--- config.mk ---
export PLATFORM = sky130hd
export DESIGN_NAME = regbank_wrbuf
export DESIGN_NICKNAME = d
export VERILOG_FILES = /design/src/rtl/regbank_wrbuf_pkg.sv /design/src/rtl/regbank_wrbuf_fifo.sv /design/src/rtl/regbank_wrbuf.sv
export SDC_FILE = /design/constraint.sdc
export NUM_CORES = 1
export LEC_CHECK = 0
export BUFFER_PORTS_ARGS = -buffer_cell sky130_fd_sc_hd__clkbuf_2
export CORE_ASPECT_RATIO = 1.5
export CORE_MARGIN = 2
export CORE_UTILIZATION = 35
export CTS_CLUSTER_DIAMETER = 200
export DETAILED_ROUTE_END_ITERATION = 10
export SLEW_MARGIN = 10
export SYNTH_ARGS = -nofsm -noshare
export SYNTH_HDL_FRONTEND = slang
export SYNTH_HIERARCHICAL = 1
export SYNTH_SLANG_ARGS = --single-unit
--- constraint.sdc ---
create_clock -name clk -period 6.7 [get_ports clk]
set_clock_uncertainty 0.2 [all_clocks]
set_input_delay 1.34 -clock clk [delete_from_list [all_inputs] [get_ports clk]]
set_output_delay 1.34 -clock clk [all_outputs]
set_load 0.05 [all_outputs]
--- src/rtl/regbank_wrbuf_pkg.sv ---
// Shared definitions for the register-file write buffer.
//   REG_AW  - register-file address width
//   REG_DW  - register-file data width
//   state_t - controller state: CLEAR (zeroing the register file) or RUN
package regbank_wrbuf_pkg;

    localparam int REG_AW = 5;
    localparam int REG_DW = 32;

    typedef enum logic {
        ST_CLEAR,
        ST_RUN
    } state_t;

endpackage

--- src/rtl/regbank_wrbuf_fifo.sv ---
// Circular write buffer holding pending register-file writes.
// Ports:
//   clk, rst_n            - clock, asynchronous active-low reset
//   push, push_addr/data  - append an entry at the tail
//   pop                   - drop the head entry
//   count                 - number of entries held (0..DEPTH)
//   rd_ptr                - index of the head (oldest) entry
//   head_addr, head_data  - contents of the head entry
//   ent_addr/data/valid   - every slot, for read forwarding
module regbank_wrbuf_fifo
    import regbank_wrbuf_pkg::*;
#(
    parameter  int DEPTH = 4,
    localparam int PTR_W = $clog2(DEPTH),
    localparam int CNT_W = PTR_W + 1
) (
    input  logic                          clk,
    input  logic                          rst_n,
    input  logic                          push,
    input  logic [REG_AW-1:0]             push_addr,
    input  logic [REG_DW-1:0]             push_data,
    input  logic                          pop,
    output logic [CNT_W-1:0]              count,
    output logic [PTR_W-1:0]              rd_ptr,
    output logic [REG_AW-1:0]             head_addr,
    output logic [REG_DW-1:0]             head_data,
    output logic [DEPTH-1:0][REG_AW-1:0]  ent_addr,
    output logic [DEPTH-1:0][REG_DW-1:0]  ent_data,
    output logic [DEPTH-1:0]              ent_valid
);

    logic [PTR_W-1:0]             wr_ptr;
    logic [DEPTH-1:0][REG_AW-1:0] addr_q;
    logic [DEPTH-1:0][REG_DW-1:0] data_q;
    logic [DEPTH-1:0]             valid_q;

    // Pointers wrap naturally because DEPTH is a power of two.
    // NOTE: sequential state uses non-blocking assignments so every flop
    // samples pre-edge values regardless of statement order.
    always_ff @(posedge clk or negedge rst_n) begin
        if (!rst_n) begin
            wr_ptr  <= '0;
            rd_ptr  <= '0;
            count   <= '0;
            valid_q <= '0;
        end else begin
            if (push) begin
                wr_ptr          <= wr_ptr + PTR_W'(1);
                valid_q[wr_ptr] <= 1'b1;
            end
            if (pop) begin
                rd_ptr          <= rd_ptr + PTR_W'(1);
                valid_q[rd_ptr] <= 1'b0;
            end
            case ({push, pop})
                2'b10:   count <= count + CNT_W'(1);
                2'b01:   count <= count - CNT_W'(1);
                default: count <= count;
            endcase
        end
    end

    // NOTE: the payload array has no reset; valid_q alone says which slots
    // hold live data, so stale contents are never observed.
    always_ff @(posedge clk) begin
        if (push) begin
            addr_q[wr_ptr] <= push_addr;
            data_q[wr_ptr] <= push_data;
        end
    end

    assign head_addr = addr_q[rd_ptr];
    assign head_data = data_q[rd_ptr];
    assign ent_addr  = addr_q;
    assign ent_data  = data_q;
    assign ent_valid = valid_q;

endmodule

--- src/rtl/regbank_wrbuf.sv ---
// Register-file front end: clears all NREG registers after reset, then
// buffers write requests and retires one per cycle in acceptance order,
// forwarding buffered data to the two read ports.
// Ports:
//   clk, rst_n                 - clock, asynchronous active-low reset
//   req_valid/ready/addr/data  - write request handshake
//   rf_write, rf_dr, rf_wrData - register-file write port
//   sr1, sr2                   - read addresses (shared with register file)
//   rf_rdData1, rf_rdData2     - raw register-file read data
//   rdData1, rdData2           - read data including buffered writes
//   init_done                  - clear sequence has finished
//   pending                    - entries currently buffered
module regbank_wrbuf
    import regbank_wrbuf_pkg::*;
#(
    parameter int DEPTH = 4,
    parameter int NREG  = 32
) (
    input  logic                       clk,
    input  logic                       rst_n,
    input  logic                       req_valid,
    output logic                       req_ready,
    input  logic [REG_AW-1:0]          req_addr,
    input  logic [REG_DW-1:0]          req_data,
    output logic                       rf_write,
    output logic [REG_AW-1:0]          rf_dr,
    output logic [REG_DW-1:0]          rf_wrData,
    input  logic [REG_AW-1:0]          sr1,
    input  logic [REG_AW-1:0]          sr2,
    input  logic [REG_DW-1:0]          rf_rdData1,
    input  logic [REG_DW-1:0]          rf_rdData2,
    output logic [REG_DW-1:0]          rdData1,
    output logic [REG_DW-1:0]          rdData2,
    output logic                       init_done,
    output logic [$clog2(DEPTH):0]     pending
);

    localparam int PTR_W = $clog2(DEPTH);
    localparam int CNT_W = PTR_W + 1;

    state_t                       state, state_nxt;
    logic [REG_AW-1:0]            clr_cnt;
    logic                         push, pop;
    logic [CNT_W-1:0]             count;
    logic [PTR_W-1:0]             rd_ptr;
    logic [REG_AW-1:0]            head_addr;
    logic [REG_DW-1:0]            head_data;
    logic [DEPTH-1:0][REG_AW-1:0] ent_addr;
    logic [DEPTH-1:0][REG_DW-1:0] ent_data;
    logic [DEPTH-1:0]             ent_valid;

    regbank_wrbuf_fifo #(.DEPTH(DEPTH)) u_fifo (
        .clk       (clk),
        .rst_n     (rst_n),
        .push      (push),
        .push_addr (req_addr),
        .push_data (req_data),
        .pop       (pop),
        .count     (count),
        .rd_ptr    (rd_ptr),
        .head_addr (head_addr),
        .head_data (head_data),
        .ent_addr  (ent_addr),
        .ent_data  (ent_data),
        .ent_valid (ent_valid)
    );

    always_ff @(posedge clk or negedge rst_n) begin
        if (!rst_n) begin
            state   <= ST_CLEAR;
            clr_cnt <= '0;
        end else begin
            state <= state_nxt;
            if (state == ST_CLEAR)
                clr_cnt <= clr_cnt + REG_AW'(1);
        end
    end

    // NOTE: every output of this block gets a default first, so no path
    // leaves a signal unassigned and no latch is inferred.
    always_comb begin
        state_nxt = state;
        rf_write  = 1'b0;
        rf_dr     = '0;
        rf_wrData = '0;
        req_ready = 1'b0;
        pop       = 1'b0;
        case (state)
            ST_CLEAR: begin
                rf_write = 1'b1;
                rf_dr    = clr_cnt;
                if (clr_cnt == REG_AW'(NREG - 1))
                    state_nxt = ST_RUN;
            end
            ST_RUN: begin
                // Full blocks acceptance even when the head retires this cycle.
                req_ready = (count != CNT_W'(DEPTH));
                if (count != '0) begin
                    pop       = 1'b1;
                    rf_write  = 1'b1;
                    rf_dr     = head_addr;
                    rf_wrData = head_data;
                end
            end
            default: state_nxt = ST_CLEAR;
        endcase
    end

    assign push      = req_valid & req_ready;
    assign init_done = (state == ST_RUN);
    assign pending   = count;

    // Walk entries oldest to youngest; the last match is the youngest write.
    // The head stays valid until the retiring edge, so it still forwards.
    always_comb begin
        logic [PTR_W-1:0] idx;
        idx     = '0;
        rdData1 = rf_rdData1;
        rdData2 = rf_rdData2;
        for (int k = 0; k < DEPTH; k++) begin
            idx = rd_ptr + PTR_W'(k);
            if (ent_valid[idx] && ent_addr[idx] == sr1) rdData1 = ent_data[idx];
            if (ent_valid[idx] && ent_addr[idx] == sr2) rdData2 = ent_data[idx];
        end
    end

endmodule

==> impl_results.md <==
* Vias in the first global route at 11109
* First-pass GRT wire length at 63.4 mm
* Cell Rows at 86
* Reg area at 0.00488 sq mm
* Leakage at 5.45 nW
* Period minus WS final at 5850 ps
* Worst R2R Start: init_done
* # clock sinks at 165
* Multi-input logic area at 0.00759 sq mm
* Max VDD drop at 396 uV
* Primary FF master, synth: edfxtp_1
* Netlist Area Pre-Place at 0.0130 sq mm
* Layout cells sized above 1 at 31.2%
* Grt total ovfl at 0
* FILL cells at 3554
* Initial DRC Count at 879
* Synthesis Warnings at 6
* Synth cell types at 54
* GRT Total Usage at 21.6%
* Pre-antenna DRT Iters at 6
* Wire per inst at 22.6 um
* RD Place Congestion at 0.915
* Detail Placement HPWL at 28.8 mm
* Worst slew margin at 24.4%
* Clk pwr share at 12.3%
* DRT Wirelength at 42.7 mm
* Hold crit path type: reg2reg
* Syn avg cell area at 10.4 sq um
* CP startpoint: u_fifo/rd_ptr[1]
* Clock Pin Slew Worst Setup and Hold Paths at 60 ps
* Residual DRC count at 0
* Final hold violations at 0
* Vias per cell at 5.91
* Logic pwr share at 66.6%
* CTS root buf: clkbuf_16
* Slowest-stage cell, CP: dfrtp_4
* Die ar. at 0.0388 sq mm
* Startpoint types: flop
* CTS tree: built
* Longest Clk Path Bufs at 2
* Critical path required time at 5160 ps
* Clock Latency Late Sink at 440 ps
* Slew Viols, Final at 0
* Via count at 11157
* Pin count of the biggest net entering global routing at 168
* Reg power frac at 21.1%
* Initial Util at 35.5%
* Fin Setup TNS at 0 ps
* Final net count at 1514
* P_int at 3.55 mW
* Pwr/cell area at 507 mW/mm^2
* PostCTS Resize Cnt at 0
* Hold_buf cts at 0
* Slew @ Worst Pin at 1130 ps
* CP cell instances: mux2i_1 -> mux2i_1 -> xnor2_1 -> nand3_1 -> or3_2 -> o211a_1 -> o21ai_1 -> clkbuf_2
* Post-route ant nets at 0
* Period utilization at 87.4%
* H-tree levels at 4
* Core area at 0.0367 sq mm
* Finished Layout Cells at 1887
* Fmax at 171 MHz
* Most frequent cells in the layout: 220 x clkbuf_2, 148 x edfxtp_1, 123 x o21ai_0, 107 x nor2_1
* Port-buffer cells at 220
* Die height at 240 um
* Post-synth EDFFs at 148
* CP max stage delay at 920 ps
* Psw at 4.04 mW
* #FFs+latches synth at 165
* Ys async rst share at 10.3%
* Crit Path Class: reg2out
* Commonest non-fill, non-tap cell in the layout: clkbuf_2
* Initial antenna violation count at 2
* CTS Buf Count at 17
* Net Sw Frac at 53.2%
* Max-capacitance violation count at 0
* Final Setup Violations at 0
* CP max FO at 52
* CP arrival at 4310 ps
* Die X at 161 um
* IO Count at 221
* HP Start: clr_cnt[3]
* Outcome: completed
* Syn_nets at 1377
* Post-CTS Setup Repair Bufs at 0
* Register area share after synthesis at 37.4%
* Worst Setup End Kind: primary output
* Placed insts at 1853
* RSZ-0062 raised after global routing: no
* Area Growth Syn to Fin at 15.0%
* Most frequent CP cell: mux2i_1
* Post-Synthesis Cells at 1251
cell usage after synthesis (2+ instances only):
library cell / count / area share (%)
edfxtp_1: 148 / 34
o21ai_0: 123 / 4.7
nor2_1: 109 / 3.1
mux2i_1: 91 / 7.0
nand2_1: 91 / 2.6
clkbuf_1: 70 / 2.0
mux4_2: 65 / 11
mux2_2: 54 / 4.7
xnor2_1: 48 / 3.2
and2_1: 42 / 2.0
a22oi_1: 38 / 2.2
a21oi_1: 33 / 1.3
o221ai_1: 30 / 2.0
buf_2: 29 / 1.1
nand3_1: 28 / 1.1
o211ai_1: 26 / 1.5
o21a_1: 25 / 1.4
a32o_1: 24 / 1.8
a31o_2: 21 / 1.4
dfrtp_1: 17 / 3.3
nor3_1: 16 / 0.62
buf_1: 14 / 0.40
inv_1: 14 / 0.40
ha_1: 11 / 1.1
a211oi_1: 9 / 0.52
nor2b_1: 8 / 0.38
buf_6: 6 / 0.52
o211a_1: 6 / 0.46
xor2_1: 6 / 0.40
a2bb2oi_1: 4 / 0.27
o21ai_1: 4 / 0.15
or2_2: 4 / 0.19
a2111oi_0: 3 / 0.20
a211o_1: 3 / 0.20
a31o_1: 3 / 0.20
and3_1: 3 / 0.14
buf_4: 3 / 0.17
mux2i_2: 3 / 0.32
and4_1: 2 / 0.13
nand2b_1: 2 / 0.096
or3_1: 2 / 0.096
critical path, delay by kind of cell (launching register included):
| kind | cells | cell delay [ps] |
|---|---|---|
| flip-flops | 1 | 920 |
| AND/OR/NAND/NOR | 2 | 1110 |
| multiplexers | 2 | 580 |
| AO/OA/AOI/OAI | 2 | 630 |
| XOR/XNOR | 1 | 220 |
| buffers and inverters | 1 | 360 |
cell families (layout without fill, tap and decap cells):
family                   Yosys count  count (layout)  synth area share (%)
AO/OA/AOI/OAI                    358             358                  18.9
AND/OR/NAND/NOR                  313             313                  10.9
multiplexers                     213             213                  23.2
flip-flops                       165             165                  37.4
buffers and inverters            136             286                  4.64
XOR/XNOR                          54              54                  3.64
adder cells (fa/ha/maj)           12              12                  1.21
other                              0               2                     0
cell type report:
cell class              count  area share (%)
flip-flops and latches    165            32.6
inverters                  14           0.368
clock buffers              21            3.08
diodes                      2          0.0335
repair buffers            240            8.45
well taps                 484            4.05
multi-input cells         950            50.7
clock inverters            11           0.694
through the flow:
stage          power, mW  cell area, sq um  util, %  hold WS [ps]  setup slack [ps]
6_report            7.59             15000     40.8           290               847
5_1_grt             8.02             15000     40.8           316               634
4_1_cts             7.62             15000     40.8           297               821
3_5_place_dp        6.66             14400     39.2           286              1210
3_3_place_gp        6.61             14400     39.2           280              1300
2_1_floorplan       5.49             13000        -           251              1260
power groups by stage:
stage	Sequential, mW	Clock [mW]	Combinational, mW
final	1.60	0.934	5.05
after detailed placement	1.63	0	5.04
after floorplan	1.52	0	3.96
after global routing	1.64	0.995	5.38
after global placement	1.61	0	5.00
after CTS	1.60	0.959	5.06
layer usage:
metal | track usage (%) | share of wire, % | up-vias
met5 | 0 | 0 | -
met4 | 11.6 | 4.5 | 0
met3 | 3.73 | 6.1 | 110
met2 | 38.3 | 52 | 481
met1 | 24.7 | 38 | 5482
li1 | - | - | 5084
registers in the layout (all words and copies together), names as in the netlist:
register / flops
clr_cnt: 5
init_done: 1
u_fifo/ent_addr: 20
u_fifo/ent_data: 128
u_fifo/wr_ptr: 2
u_fifo/ent_valid: 4
u_fifo/rd_ptr: 2
u_fifo/count: 3
path summary, 6_finish.rpt:
path / end / slack [ps] / depth (start not counted)
max: rdData2[14] / 850 / 8
min: clr_cnt[3] / 290 / 1
max reg2reg: u_fifo/ent_data[112] / 4010 / 4
min reg2reg: clr_cnt[3] / 290 / 1
max in group asynchronous: u_fifo/rd_ptr[1] / 5300 / 1
min in group asynchronous: u_fifo/count[2] / 630 / 1
Note: power is estimated with default switching activity, not from simulation.
